<file path="src/rtl/uart_pkg.sv">
// Shared types and bit-timing helper for the 8N1 UART.
package uart_pkg;

  typedef enum logic [1:0] {TX_IDLE, TX_START, TX_DATA, TX_STOP} tx_state_e;
  typedef enum logic [1:0] {RX_IDLE, RX_START, RX_DATA, RX_STOP} rx_state_e;

  function automatic int unsigned clks_per_bit(int unsigned clock_freq, int unsigned baud_rate);
    return clock_freq / baud_rate;
  endfunction

endpackage

</file>
<file path="src/rtl/uart_if.sv">
// Byte-level handshake between the pin-mapping top and the TX/RX engines.
interface uart_if;
  logic [7:0] tx_data;
  logic       tx_start;
  logic       tx_ready;
  logic       tx_line;
  logic       rx_line;
  logic [7:0] rx_data;
  logic       rx_valid;

  modport master   (output tx_data, tx_start, rx_line,
                    input  tx_ready, tx_line, rx_data, rx_valid);
  modport tx_slave (input  tx_data, tx_start, output tx_ready, tx_line);
  modport rx_slave (input  rx_line, output rx_data, rx_valid);
endinterface

</file>
<file path="src/rtl/uart_rx.sv">
// 8N1 receiver with 2-flop input synchronizer, mid-bit sampling and stop-bit check.
module uart_rx
  import uart_pkg::*;
#(
  parameter int unsigned CLKS_PER_BIT = 87
) (
  input  logic    clk_i,
  input  logic    rst_ni,
  uart_if.rx_slave bus
);

  localparam int unsigned CW = $clog2(CLKS_PER_BIT);
  localparam logic [CW-1:0] LAST = CW'(CLKS_PER_BIT - 1);
  localparam logic [CW-1:0] HALF = CW'(CLKS_PER_BIT / 2 - 1);

  rx_state_e     state_q, state_d;
  logic [CW-1:0] cnt_q, cnt_d;
  logic [2:0]    idx_q, idx_d;
  logic [7:0]    shift_q, shift_d;
  logic [7:0]    data_q, data_d;
  logic          valid_q, valid_d;
  logic          err_q, err_d;
  logic          sync1_q, sync2_q;

  always_ff @(posedge clk_i or negedge rst_ni) begin
    if (!rst_ni) begin
      sync1_q <= 1'b1;
      sync2_q <= 1'b1;
      state_q <= RX_IDLE;
      cnt_q   <= '0;
      idx_q   <= '0;
      shift_q <= '0;
      data_q  <= '0;
      valid_q <= 1'b0;
      err_q   <= 1'b0;
    end else begin
      sync1_q <= bus.rx_line;
      sync2_q <= sync1_q;
      state_q <= state_d;
      cnt_q   <= cnt_d;
      idx_q   <= idx_d;
      shift_q <= shift_d;
      data_q  <= data_d;
      valid_q <= valid_d;
      err_q   <= err_d;
    end
  end

  always_comb begin
    state_d = state_q;
    cnt_d   = cnt_q;
    idx_d   = idx_q;
    shift_d = shift_q;
    data_d  = data_q;
    valid_d = 1'b0;
    err_d   = err_q;
    unique case (state_q)
      RX_IDLE: begin
        cnt_d = '0;
        if (!sync2_q) state_d = RX_START;
      end
      RX_START: begin
        if (cnt_q == HALF) begin
          cnt_d   = '0;
          idx_d   = '0;
          state_d = sync2_q ? RX_IDLE : RX_DATA;
        end else begin
          cnt_d = cnt_q + CW'(1);
        end
      end
      RX_DATA: begin
        if (cnt_q == LAST) begin
          cnt_d   = '0;
          shift_d = {sync2_q, shift_q[7:1]};
          if (idx_q == 3'd7) state_d = RX_STOP;
          else               idx_d   = idx_q + 3'd1;
        end else begin
          cnt_d = cnt_q + CW'(1);
        end
      end
      RX_STOP: begin
        // A low stop bit parks here until the line idles, so the break is not taken as a new start.
        if (err_q) begin
          if (sync2_q) begin
            err_d   = 1'b0;
            state_d = RX_IDLE;
          end
        end else if (cnt_q == LAST) begin
          cnt_d = '0;
          if (sync2_q) begin
            data_d  = shift_q;
            valid_d = 1'b1;
            state_d = RX_IDLE;
          end else begin
            err_d = 1'b1;
          end
        end else begin
          cnt_d = cnt_q + CW'(1);
        end
      end
      default: state_d = RX_IDLE;
    endcase
  end

  assign bus.rx_data  = data_q;
  assign bus.rx_valid = valid_q;

endmodule

</file>
<file path="src/rtl/uart_tx.sv">
// 8N1 transmitter: latches a byte on request and shifts it out LSB first.
module uart_tx
  import uart_pkg::*;
#(
  parameter int unsigned CLKS_PER_BIT = 87
) (
  input  logic    clk_i,
  input  logic    rst_ni,
  uart_if.tx_slave bus
);

  localparam int unsigned CW = $clog2(CLKS_PER_BIT);
  localparam logic [CW-1:0] LAST = CW'(CLKS_PER_BIT - 1);

  tx_state_e     state_q, state_d;
  logic [CW-1:0] cnt_q, cnt_d;
  logic [2:0]    idx_q, idx_d;
  logic [7:0]    data_q, data_d;

  always_ff @(posedge clk_i or negedge rst_ni) begin
    if (!rst_ni) begin
      state_q <= TX_IDLE;
      cnt_q   <= '0;
      idx_q   <= '0;
      data_q  <= '0;
    end else begin
      state_q <= state_d;
      cnt_q   <= cnt_d;
      idx_q   <= idx_d;
      data_q  <= data_d;
    end
  end

  // Line and ready decode straight from state so reset forces the idle level at once.
  always_comb begin
    state_d     = state_q;
    cnt_d       = cnt_q;
    idx_d       = idx_q;
    data_d      = data_q;
    bus.tx_line  = 1'b1;
    bus.tx_ready = 1'b0;
    unique case (state_q)
      TX_IDLE: begin
        bus.tx_ready = 1'b1;
        cnt_d        = '0;
        if (bus.tx_start) begin
          data_d  = bus.tx_data;
          state_d = TX_START;
        end
      end
      TX_START: begin
        bus.tx_line = 1'b0;
        if (cnt_q == LAST) begin
          cnt_d   = '0;
          idx_d   = '0;
          state_d = TX_DATA;
        end else begin
          cnt_d = cnt_q + CW'(1);
        end
      end
      TX_DATA: begin
        bus.tx_line = data_q[idx_q];
        if (cnt_q == LAST) begin
          cnt_d = '0;
          if (idx_q == 3'd7) state_d = TX_STOP;
          else               idx_d   = idx_q + 3'd1;
        end else begin
          cnt_d = cnt_q + CW'(1);
        end
      end
      TX_STOP: begin
        if (cnt_q == LAST) begin
          cnt_d   = '0;
          state_d = TX_IDLE;
        end else begin
          cnt_d = cnt_q + CW'(1);
        end
      end
      default: state_d = TX_IDLE;
    endcase
  end

endmodule

</file>
<file path="src/rtl/tt_um_uart_8bit.sv">
// Tiny Tapeout top: maps the TT pin set onto independent UART TX and RX engines.
module tt_um_uart_8bit
  import uart_pkg::*;
#(
  parameter int unsigned BAUD_RATE  = 115200,
  parameter int unsigned CLOCK_FREQ = 10_000_000
) (
  input  logic [7:0] ui_in,
  output logic [7:0] uo_out,
  input  logic [7:0] uio_in,
  output logic [7:0] uio_out,
  output logic [7:0] uio_oe,
  input  logic       ena,
  input  logic       clk,
  input  logic       rst_n
);

  localparam int unsigned CPB = clks_per_bit(CLOCK_FREQ, BAUD_RATE);

  uart_if u_if ();

  assign u_if.tx_data  = ui_in;
  assign u_if.tx_start = uio_in[1];
  assign u_if.rx_line  = uio_in[0];

  uart_tx #(.CLKS_PER_BIT(CPB)) u_tx (
    .clk_i  (clk),
    .rst_ni (rst_n),
    .bus    (u_if.tx_slave)
  );

  uart_rx #(.CLKS_PER_BIT(CPB)) u_rx (
    .clk_i  (clk),
    .rst_ni (rst_n),
    .bus    (u_if.rx_slave)
  );

  assign uo_out  = u_if.rx_data;
  assign uio_out = {5'b0_0000, u_if.tx_line, u_if.tx_ready, u_if.rx_valid};
  assign uio_oe  = 8'b0000_0110;

  logic unused_ok;
  assign unused_ok = &{1'b0, ena, uio_in[7:2]};

endmodule

</file>
<file path="config.mk">
export PLATFORM = sky130hd
export DESIGN_NAME = tt_um_uart_8bit
export DESIGN_NICKNAME = d
export VERILOG_FILES = /design/src/rtl/uart_pkg.sv /design/src/rtl/uart_if.sv /design/src/rtl/uart_rx.sv /design/src/rtl/uart_tx.sv /design/src/rtl/tt_um_uart_8bit.sv
export SDC_FILE = /design/constraint.sdc
export NUM_CORES = 1
export LEC_CHECK = 0
export ABC_AREA = 1
export BUFFER_PORTS_ARGS = -buffer_cell sky130_fd_sc_hd__buf_2
export CORE_MARGIN = 2
export CORE_UTILIZATION = 56
export CTS_BUF_LIST = sky130_fd_sc_hd__clkbuf_16
export DETAILED_ROUTE_END_ITERATION = 12
export GPL_ROUTABILITY_DRIVEN = 0
export PLACE_DENSITY = 0.86
export SLEW_MARGIN = 30
export SYNTH_ARGS = -nofsm -noshare
export SYNTH_HDL_FRONTEND = slang
export SYNTH_HIERARCHICAL = 1
export SYNTH_SLANG_ARGS = --single-unit
</file>
<file path="constraint.sdc">
create_clock -name clk -period 2 [get_ports clk]
set_clock_uncertainty 0.1 [all_clocks]
set_input_delay 0.4 -clock clk [delete_from_list [all_inputs] [get_ports clk]]
set_output_delay 0.4 -clock clk [all_outputs]
set_load 0.01 [all_outputs]
</file>
==> results of run 1 <==
per-layer routing:
| layer | share of wire (%) | vias up |
|---|---|---|
| met5 | 0 | - |
| met4 | 2.0 | 0 |
| met3 | 4.6 | 14 |
| met2 | 51 | 66 |
| met1 | 43 | 927 |
| li1 | - | 983 |
flip-flops by register name, indices dropped and copies added, names as in the netlist, named ones only:
| name | count |
|---|---|
| u_rx/sync2_q | 1 |
| u_rx/err_q | 1 |
| u_tx/cnt_q | 7 |
| u_rx/bus.rx_valid | 1 |
| u_tx/data_q | 8 |
| u_tx/state_q | 2 |
| u_rx/idx_q | 3 |
| u_rx/state_q | 1 |
| u_rx/bus.rx_data | 8 |
| u_tx/idx_q | 3 |
| u_rx/shift_q | 8 |
| u_rx/sync1_q | 1 |
| u_rx/cnt_q | 7 |
through the flow:
stage,std cells,util [%],total power [mW]
after global routing,384,63.8,3.64
final,384,63.8,3.40
after detailed placement,375,60.0,2.45
after floorplan,316,-,2.25
after CTS,384,63.8,3.42
after global placement,375,60.0,2.39
path summary, 6_finish.rpt:
| kind | from | endpoint | slack [ns] |
|---|---|---|---|
| min in group asynchronous | rst_n | u_rx/bus.rx_data[5] | 0.49 |
| min reg2reg | u_rx/sync1_q | u_rx/sync2_q | 0.26 |
| max in group asynchronous | rst_n | u_tx/cnt_q[3] | 0.79 |
| max | u_tx/idx_q[0] | uio_out[2] | 0.1 |
| min | uio_in[0] | u_rx/sync1_q | 0.11 |
| max reg2reg | u_rx/cnt_q[1] | u_rx/bus.rx_data[0] | 0.20 |
repair_timing:
| item | 4_1_cts | 5_1_grt |
|---|---|---|
| setup endpoints to repair | 0 | 1 |
| endpoints found under the hold margin | 15 | 0 |
| gates resized for setup | 0 | 1 |
| hold buffers | 1 | 0 |
cells in the mapped netlist (5+ instances only):
library cell	number	share of area (%)
nor2_1	20	2.8
mux2_2	8	3.3
buf_4	16	4.4
nand2_1	67	9.3
nor2_2	6	1.4
inv_2	5	0.69
inv_1	36	5.0
dfrtp_1	50	46
o21ai_0	11	2.0
a21oi_1	5	0.92
nand3_1	25	4.6
o21ai_1	10	1.8
ha_1	13	6.0
cell type report:
| class | instances | area (µm²) |
|---|---|---|
| clock buffers | 5 | 125 |
| clock inverters | 3 | 42.5 |
| fillers | 354 | 1700 |
| inverters | 41 | 154 |
| multi-input cells | 205 | 1160 |
| flip-flops and latches | 52 | 1300 |
| well taps | 54 | 67.6 |
| repair buffers | 24 | 140 |
logic make-up (layout without fill, tap and decap cells):
group / Yosys count / after routing / synth area share (%)
AND/OR/NAND/NOR: 136 / 136 / 24.2
buffers and inverters: 59 / 73 / 10.7
flip-flops: 52 / 52 / 48.1
AO/OA/AOI/OAI: 32 / 32 / 6.46
adder cells (fa/ha/maj): 13 / 13 / 6.00
multiplexers: 8 / 8 / 3.32
XOR/XNOR: 3 / 3 / 0.969
other: 2 / 13 / 0.277
where the power goes:
group / total [mW] / leakage, nW / switching (mW) / internal (mW)
registers: 1.41 / 0.686 / 0.158 / 1.25
logic: 1.04 / 0.802 / 0.634 / 0.407
clock network: 0.949 / 0.0814 / 0.361 / 0.588
==> flow_summary.yaml, run 1 <==
clocking:
  cts_tree: "done"
  cts_setup_buffers: 0
  cts_buffers: 5
  cts_max_level: 2
  clk_latency_ns: 0.29
  clockBufferDepth: 2
  cts-root-buf: "clkbuf_16"
  cts_sinks: 52
  path_clk_slew_ns: 0.07
timing:
  whs_ns: 0.106
  fin_crit_sh_pct: 95.1
  fin_crit_ns: 1.90
  hold_viol: 0
  totalNegativeSetupSlack_ns: 0
  drv_slew: 0
  setup_viol: 0
  finalWorstSetupSlack_ns: 0.0980
  max_freq_mhz: 526
  grt_setup_unrepaired: "no"
global_routing:
  use_met3_pct: 3.84
  top_usage_layer: "met2"
  grt-ovfl-total: 0
  met1_usage_pct: 25.6
  grt_max_degree: 36
  grt_pass1_wl_mm: 8.45
  grt_pass1_vias: 1943
  grt_usage_pct: 20.0
  antenna_found_initial: 0
  use_met2_pct: 33.2
die:
  die_x_um: 73.6
  die_area_mm2: 0.00542
  fp-row-count: 25
  ios: 43
  die_height_um: 73.6
  core_area_mm2: 0.00469
  initial_core_util_pct: 57.8
synth:
  netlist_area_mm2: 0.00271
  yosysUniqueCellTypes: 35
  synthCells: 305
  yosysWarnings: 6
  syn_area_per_cell_um2: 8.89
  synth_ff_type: "dfrtp_1"
  synth_edf_count: 0
  async_reset_ff_share_pct: 100
  yosys_register_bits: 52
  ys_seq_area_share_pct: 48.1
worst_setup_path:
  timing.critical_path.max_delay_family: "flip-flops"
  worstRegToRegCells: 7
  cpMostUsedCell: "nand2_1"
  crit_path_max_fanout: 6
  crit_path_end_kind: "output pin"
  path_depth: 8
  critPathRequiredTime_ns: 1.50
  cp-start-kind: "flip-flop"
  path_cells: "inv_2 -> nand2_1 -> nand3_1 -> nand3_1 -> nand2_1 -> nand2_1 -> nand2_1 -> buf_2"
  arrival_ns: 1.40
  critPathSlowestCell: "dfrtp_1"
  max_stage_delay_ns: 0.45
  cp_num_buf_inv: 2
  crit_type: "flip-flop to output pin"
detailed_routing:
  via_per_inst: 5.18
  num_vias: 1990
  wl_mm: 4.97
  wire_per_inst_um: 12.9
  drtAntennaViolNets: 0
  drc: 0
  drtIter0Drc: 98
  drt_first_pass_iters: 4
final_layout:
  finalNetCount: 361
  final_area_mm2: 0.00299
  layout-drive-gt1-share_pct: 19.4
  insertedDiodeCount: 0
  area_growth_pct: 10.3
  layout_commonest_cell: "nand2_1"
  final_cell_mix: "67 x nand2_1, 50 x dfrtp_1, 35 x inv_1"
power:
  powerDensity_mw_per_mm2: 1140
  p_leak_nw: 1.57
  ir_drop_v: 0.000874
placement:
  port_buffers: 22
  placed_area_mm2: 0.00282
  pre_cts_ws_ns: 0.271
  dpl.hpwl_mm: 3.51
status:
  outcome: "complete, no violations"
run:
  drv_cap: 0
min_path:
  hp-class: "primary input to flip-flop"
  hold_path_depth: 1
Power figures use the tool's default switching activity.
==> run 2, diff against run 1 <==
--- a/config.mk
+++ b/config.mk
@@ -8,11 +8,11 @@
 export ABC_AREA = 1
 export BUFFER_PORTS_ARGS = -buffer_cell sky130_fd_sc_hd__buf_2
 export CORE_MARGIN = 2
-export CORE_UTILIZATION = 56
+export CORE_UTILIZATION = 25
 export CTS_BUF_LIST = sky130_fd_sc_hd__clkbuf_16
 export DETAILED_ROUTE_END_ITERATION = 12
 export GPL_ROUTABILITY_DRIVEN = 0
-export PLACE_DENSITY = 0.86
+export PLACE_DENSITY = 0.49
 export SLEW_MARGIN = 30
 export SYNTH_ARGS = -nofsm -noshare
 export SYNTH_HDL_FRONTEND = slang
==> run 2 against run 1 <==
- the flow now finishes with violations (hold timing)
- largest cell class unchanged
- non-clock buffer count is the same
- fmax is 3.1% higher
- critical path type unchanged
- global-route usage shrank 11 points
==> flow_summary.yaml, run 2 (synthesized netlist as in run 1, its figures left out) <==
detailed_routing:
  wl_mm: 4.61
  drt_first_pass_iters: 5
  wire_per_inst_um: 9.80
  drtIter0Drc: 80
  drtAntennaViolNets: 0
  num_vias: 1912
  via_per_inst: 4.07
  drc: 0
worst_setup_path:
  cp_num_buf_inv: 3
  critPathSlowestCell: "dfrtp_1"
  path_cells: "inv_1 -> ha_1 -> inv_1 -> nand2_1 -> nand2_1 -> buf_2"
  r2r_end: "u_tx/idx_q[1]"
  max_stage_delay_ns: 0.41
  crit_end: "uio_out[2]"
  critPathRequiredTime_ns: 1.50
  cp-start-kind: "flip-flop"
  arrival_ns: 1.34
  crit_type: "flip-flop to output pin"
  crit_path_end_kind: "output pin"
  rrSetupSlack_ns: 0.27
  path_depth: 6
  worstRegToRegCells: 9
  startpoint: "u_tx/state_q[0]"
  r2r-start: "u_tx/idx_q[0]"
  crit_path_max_fanout: 4
  timing.critical_path.max_delay_family: "flip-flops"
die:
  initial_core_util_pct: 25.4
  die_area_mm2: 0.0117
  ios: 43
  die_x_um: 108
  fp-row-count: 38
  die_height_um: 108
  core_area_mm2: 0.0107
placement:
  dpl.hpwl_mm: 3.37
  port_buffers: 22
timing:
  grt_setup_unrepaired: "no"
  drv_slew: 0
  whs_ns: -0.00759
  max_freq_mhz: 542
  totalNegativeSetupSlack_ns: 0
  setup_viol: 0
  fin_crit_ns: 1.84
  hold_viol: 4
  fin_crit_sh_pct: 92.2
global_routing:
  grt_pass1_wl_mm: 8.58
  grt_pass1_vias: 1921
  grt_max_degree: 53
  grt_usage_pct: 8.92
  antenna_found_initial: 0
  grt-ovfl-total: 0
final_layout:
  layout-drive-gt1-share_pct: 20.3
  insertedDiodeCount: 0
  final_cell_mix: "67 x nand2_1, 49 x dfrtp_1, 35 x inv_1"
  layout_commonest_cell: "nand2_1"
  area_growth_pct: 13.7
  finalNetCount: 361
clocking:
  clockBufferDepth: 2
  clk_latency_ns: 0.29
  cts_max_level: 2
  cts_tree: "done"
  cts_sinks: 52
  cts-root-buf: "clkbuf_16"
  path_clk_slew_ns: 0.07
  cts_buffers: 5
power:
  p_leak_nw: 1.56
  power.total_mw: 3.29
  powerDensity_mw_per_mm2: 1070
  ir_drop_v: 0.000476
run:
  drv_cap: 0
status:
  violations: "hold timing"
  outcome: "complete, but fails checks"
min_path:
  hp-class: "primary input to asynchronous set/reset pin"
run 2: timing repair:
| action | 4_1_cts | 5_1_grt |
|---|---|---|
| endpoints found under the hold margin | 0 | 0 |
| resized for setup | 0 | 3 |
| buffers inserted | 0 | 1 |
| hold buffers | 0 | 0 |
| endpoints found under the setup margin | 0 | 1 |
run 2: how the worst min path moves through the flow:
stage / from / endpoint / slack, ns
after floorplan: rst_n / asynchronous set/reset pin / 0.004
after global placement: u_rx/sync1_q / u_rx/sync2_q / 0.25
after detailed placement: u_rx/sync1_q / u_rx/sync2_q / 0.25
after CTS: rst_n / u_rx/cnt_q[3] / 0.009
after global routing: rst_n / u_rx/cnt_q[2] / 0.02
final: rst_n / u_rx/cnt_q[1] / -0.008
run 2: power breakdown:
part	total, mW	switching (mW)	internal [mW]
Combinational	1.01	0.611	0.403
Sequential	1.40	0.152	1.25
Clock	0.879	0.405	0.474
Total	3.29	1.17	2.12
run 2: metal layers:
metal	GRT usage, %	routed length, µm	up-vias
met3	2.05	198	4
met4	2.11	33	0
li1	-	-	985
met1	11.9	2340	885
met5	0	0	-
met2	14.6	2040	38
run 2: area by class of cell:
class / count / area, µm²
tap: 140 / 175
sequential: 52 / 1310
multi-input combinational: 205 / 1160
timing repair buffer: 24 / 138
clock inverter: 3 / 25.0
fill: 1152 / 7610
inverter: 41 / 156
clock buffer: 5 / 125
run 2: worst register-to-register path: cells and delay by family, from the launching register on:
kind / cells / cell delay (ns)
adders and majority gates: 2 / 0.36
and+or+nand+nor: 2 / 0.26
buffers and inverters: 3 / 0.27
DFF: 1 / 0.46
AOI/OAI and AO/OA: 2 / 0.18
run 2: per-stage QoR:
step / util, % / instance area, µm² / std cells / hold WS, ns / setup WS [ns]
after floorplan: - / 2750 / 316 / 0.00441 / 0.495
after global placement: 27.3 / 2920 / 461 / 0.249 / 0.272
after detailed placement: 27.3 / 2920 / 461 / 0.248 / 0.262
after CTS: 28.7 / 3070 / 469 / 0.00889 / 0.0496
after global routing: 28.8 / 3080 / 470 / 0.0218 / 0.0184
final: 28.8 / 3080 / 470 / -0.00759 / 0.156
==> run 3, diff against run 2 <==
--- a/config.mk
+++ b/config.mk
@@ -7,12 +7,14 @@
 export LEC_CHECK = 0
 export ABC_AREA = 1
 export BUFFER_PORTS_ARGS = -buffer_cell sky130_fd_sc_hd__buf_2
+export CELL_PAD_IN_SITES_DETAIL_PLACEMENT = 1
+export CELL_PAD_IN_SITES_GLOBAL_PLACEMENT = 2
 export CORE_MARGIN = 2
-export CORE_UTILIZATION = 25
+export CORE_UTILIZATION = 34
 export CTS_BUF_LIST = sky130_fd_sc_hd__clkbuf_16
 export DETAILED_ROUTE_END_ITERATION = 12
 export GPL_ROUTABILITY_DRIVEN = 0
-export PLACE_DENSITY = 0.49
+export PLACE_DENSITY = 0.86
 export SLEW_MARGIN = 30
 export SYNTH_ARGS = -nofsm -noshare
 export SYNTH_HDL_FRONTEND = slang
==> run 3 against run 2 <==
- the flow now finishes without violations
- sequential share of layout area down 0.12 points
- die area down 26%
- sequential cell count unchanged
- cell count down 7.7%
- total power up 7.5%
- setup slack worse by 0.022 ns
- count of clock-buffer cells in the layout unchanged
- worst hold slack better by 0.12 ns
- largest power group unchanged
- final area up 0.28%
- largest cell class unchanged
- sequential power about the same
- combinational power up 5%
==> flow_summary.yaml, run 3 (synthesized netlist as in run 1, its figures left out) <==
status:
  outcome: "complete, no violations"
worst_setup_path:
  r2r_end: "u_rx/bus.rx_data[1]"
  arrival_ns: 1.37
  critPathSlowestCell: "dfrtp_1"
  startpoint: "u_tx/state_q[0]"
  worstRegToRegCells: 8
  r2r-start: "u_rx/cnt_q[1]"
  path_cells: "inv_1 -> ha_2 -> inv_1 -> nand2_1 -> nand2_1 -> buf_2"
  cp-start-kind: "flip-flop"
  max_stage_delay_ns: 0.43
  cp_num_buf_inv: 3
  critPathRequiredTime_ns: 1.50
  crit_path_max_fanout: 4
  rrSetupSlack_ns: 0.27
  timing.critical_path.max_delay_family: "flip-flops"
  crit_type: "flip-flop to output pin"
  crit_path_end_kind: "output pin"
placement:
  placed_area_mm2: 0.00288
  port_buffers: 22
  dpl.hpwl_mm: 3.79
power:
  p_leak_nw: 1.59
  powerDensity_mw_per_mm2: 1140
  ir_drop_v: 0.000361
die:
  fp-row-count: 32
  die_height_um: 93.3
  ios: 43
  initial_core_util_pct: 35.1
  die_area_mm2: 0.00871
  die_x_um: 93.3
  core_area_mm2: 0.00773
global_routing:
  grt-ovfl-total: 0
  grt_usage_pct: 13.2
  antenna_found_initial: 0
  grt_pass1_wl_mm: 9.32
  grt_pass1_vias: 2033
  grt_max_degree: 36
clocking:
  cts_tree: "done"
  cts_max_level: 2
  clk_latency_ns: 0.29
  cts_sinks: 52
  cts-root-buf: "clkbuf_16"
  path_clk_slew_ns: 0.06
  clockBufferDepth: 2
  cts_buffers: 5
timing:
  fin_crit_ns: 1.87
  setup_viol: 0
  grt_setup_unrepaired: "no"
  drv_slew: 0
  totalNegativeSetupSlack_ns: 0
  max_freq_mhz: 536
  hold_viol: 0
  fin_crit_sh_pct: 93.3
detailed_routing:
  drt_first_pass_iters: 4
  drtAntennaViolNets: 0
  drtIter0Drc: 58
  via_per_inst: 4.49
  drc: 0
  wire_per_inst_um: 11.7
  num_vias: 1948
  wl_mm: 5.08
min_path:
  hold_path_depth: 1
  hp-class: "primary input to flip-flop"
  min_from: "uio_in[0]"
  holdPathEnd: "u_rx/sync1_q"
final_layout:
  finalNetCount: 363
  layout-drive-gt1-share_pct: 20.5
  final_area_mm2: 0.00309
  final_cell_mix: "67 x nand2_1, 49 x dfrtp_1, 36 x inv_1"
  insertedDiodeCount: 0
  area_growth_pct: 14.0
  layout_commonest_cell: "nand2_1"
run:
  drv_cap: 0
[run 3: changes by cell type in the layout (fill, tap and decap cells not counted), sizes merged]
cell,previous run,this run
bufinv,0,2
clkinvlp,1,0
inv,43,42
dlygate4sd3,0,1
buf,24,25
[run 3: what timing repair did]
item,in CTS,in global routing
setup endpoints to repair,0,1
endpoints found under the hold margin,15,0
hold buffers,1,0
buffers inserted,0,2
gates resized for setup,0,3
[run 3: layout make-up]
type / count / area [µm²]
inverters: 41 / 154
well taps: 102 / 128
repair buffers: 26 / 155
flip-flops and latches: 52 / 1310
clock buffers: 5 / 125
fillers: 895 / 4630
clock inverters: 3 / 63.8
multi-input cells: 205 / 1160
[run 3: where the power goes]
part	internal [mW]	switching, mW
Combinational	0.412	0.649
Sequential	1.25	0.156
Clock	0.712	0.363
Total	2.37	1.17
[run 3: layer usage]
| layer | wire length [µm] | share of wire [%] | global-route usage, % | vias up |
|---|---|---|---|---|
| li1 | - | - | - | 987 |
| met1 | 2450 | 48 | 17.4 | 927 |
| met2 | 2420 | 48 | 21.8 | 29 |
| met3 | 151 | 3.0 | 2.50 | 5 |
| met4 | 63 | 1.2 | 4.04 | 0 |
| met5 | 0 | 0 | 0 | - |
[run 3: metrics by stage]
step	hold slack [ns]	power (mW)	setup WS [ns]	utilization, %	std cells
2_1_floorplan	0.00441	2.25	0.495	-	316
3_5_place_dp	0.248	2.49	0.266	37.2	423
6_report	0.112	3.54	0.134	40.0	434
4_1_cts	0.105	3.60	0.0125	39.8	432
5_1_grt	0.101	3.84	0.00925	40.0	434
3_3_place_gp	0.249	2.43	0.285	37.2	423
[run 3: worst max path at each step]
| stage | slack, ns | to | depth (start not counted) |
|---|---|---|---|
| finish | 0.13 | uio_out[2] | 6 |
| detailed placement | 0.27 | u_rx/bus.rx_data[1] | 8 |
| global placement | 0.29 | u_rx/bus.rx_data[5] | 8 |
| global route | 0.009 | uio_out[2] | 8 |
| floorplan | 0.49 | u_rx/state_q[0] | 10 |
| CTS | 0.01 | uio_out[2] | 8 |
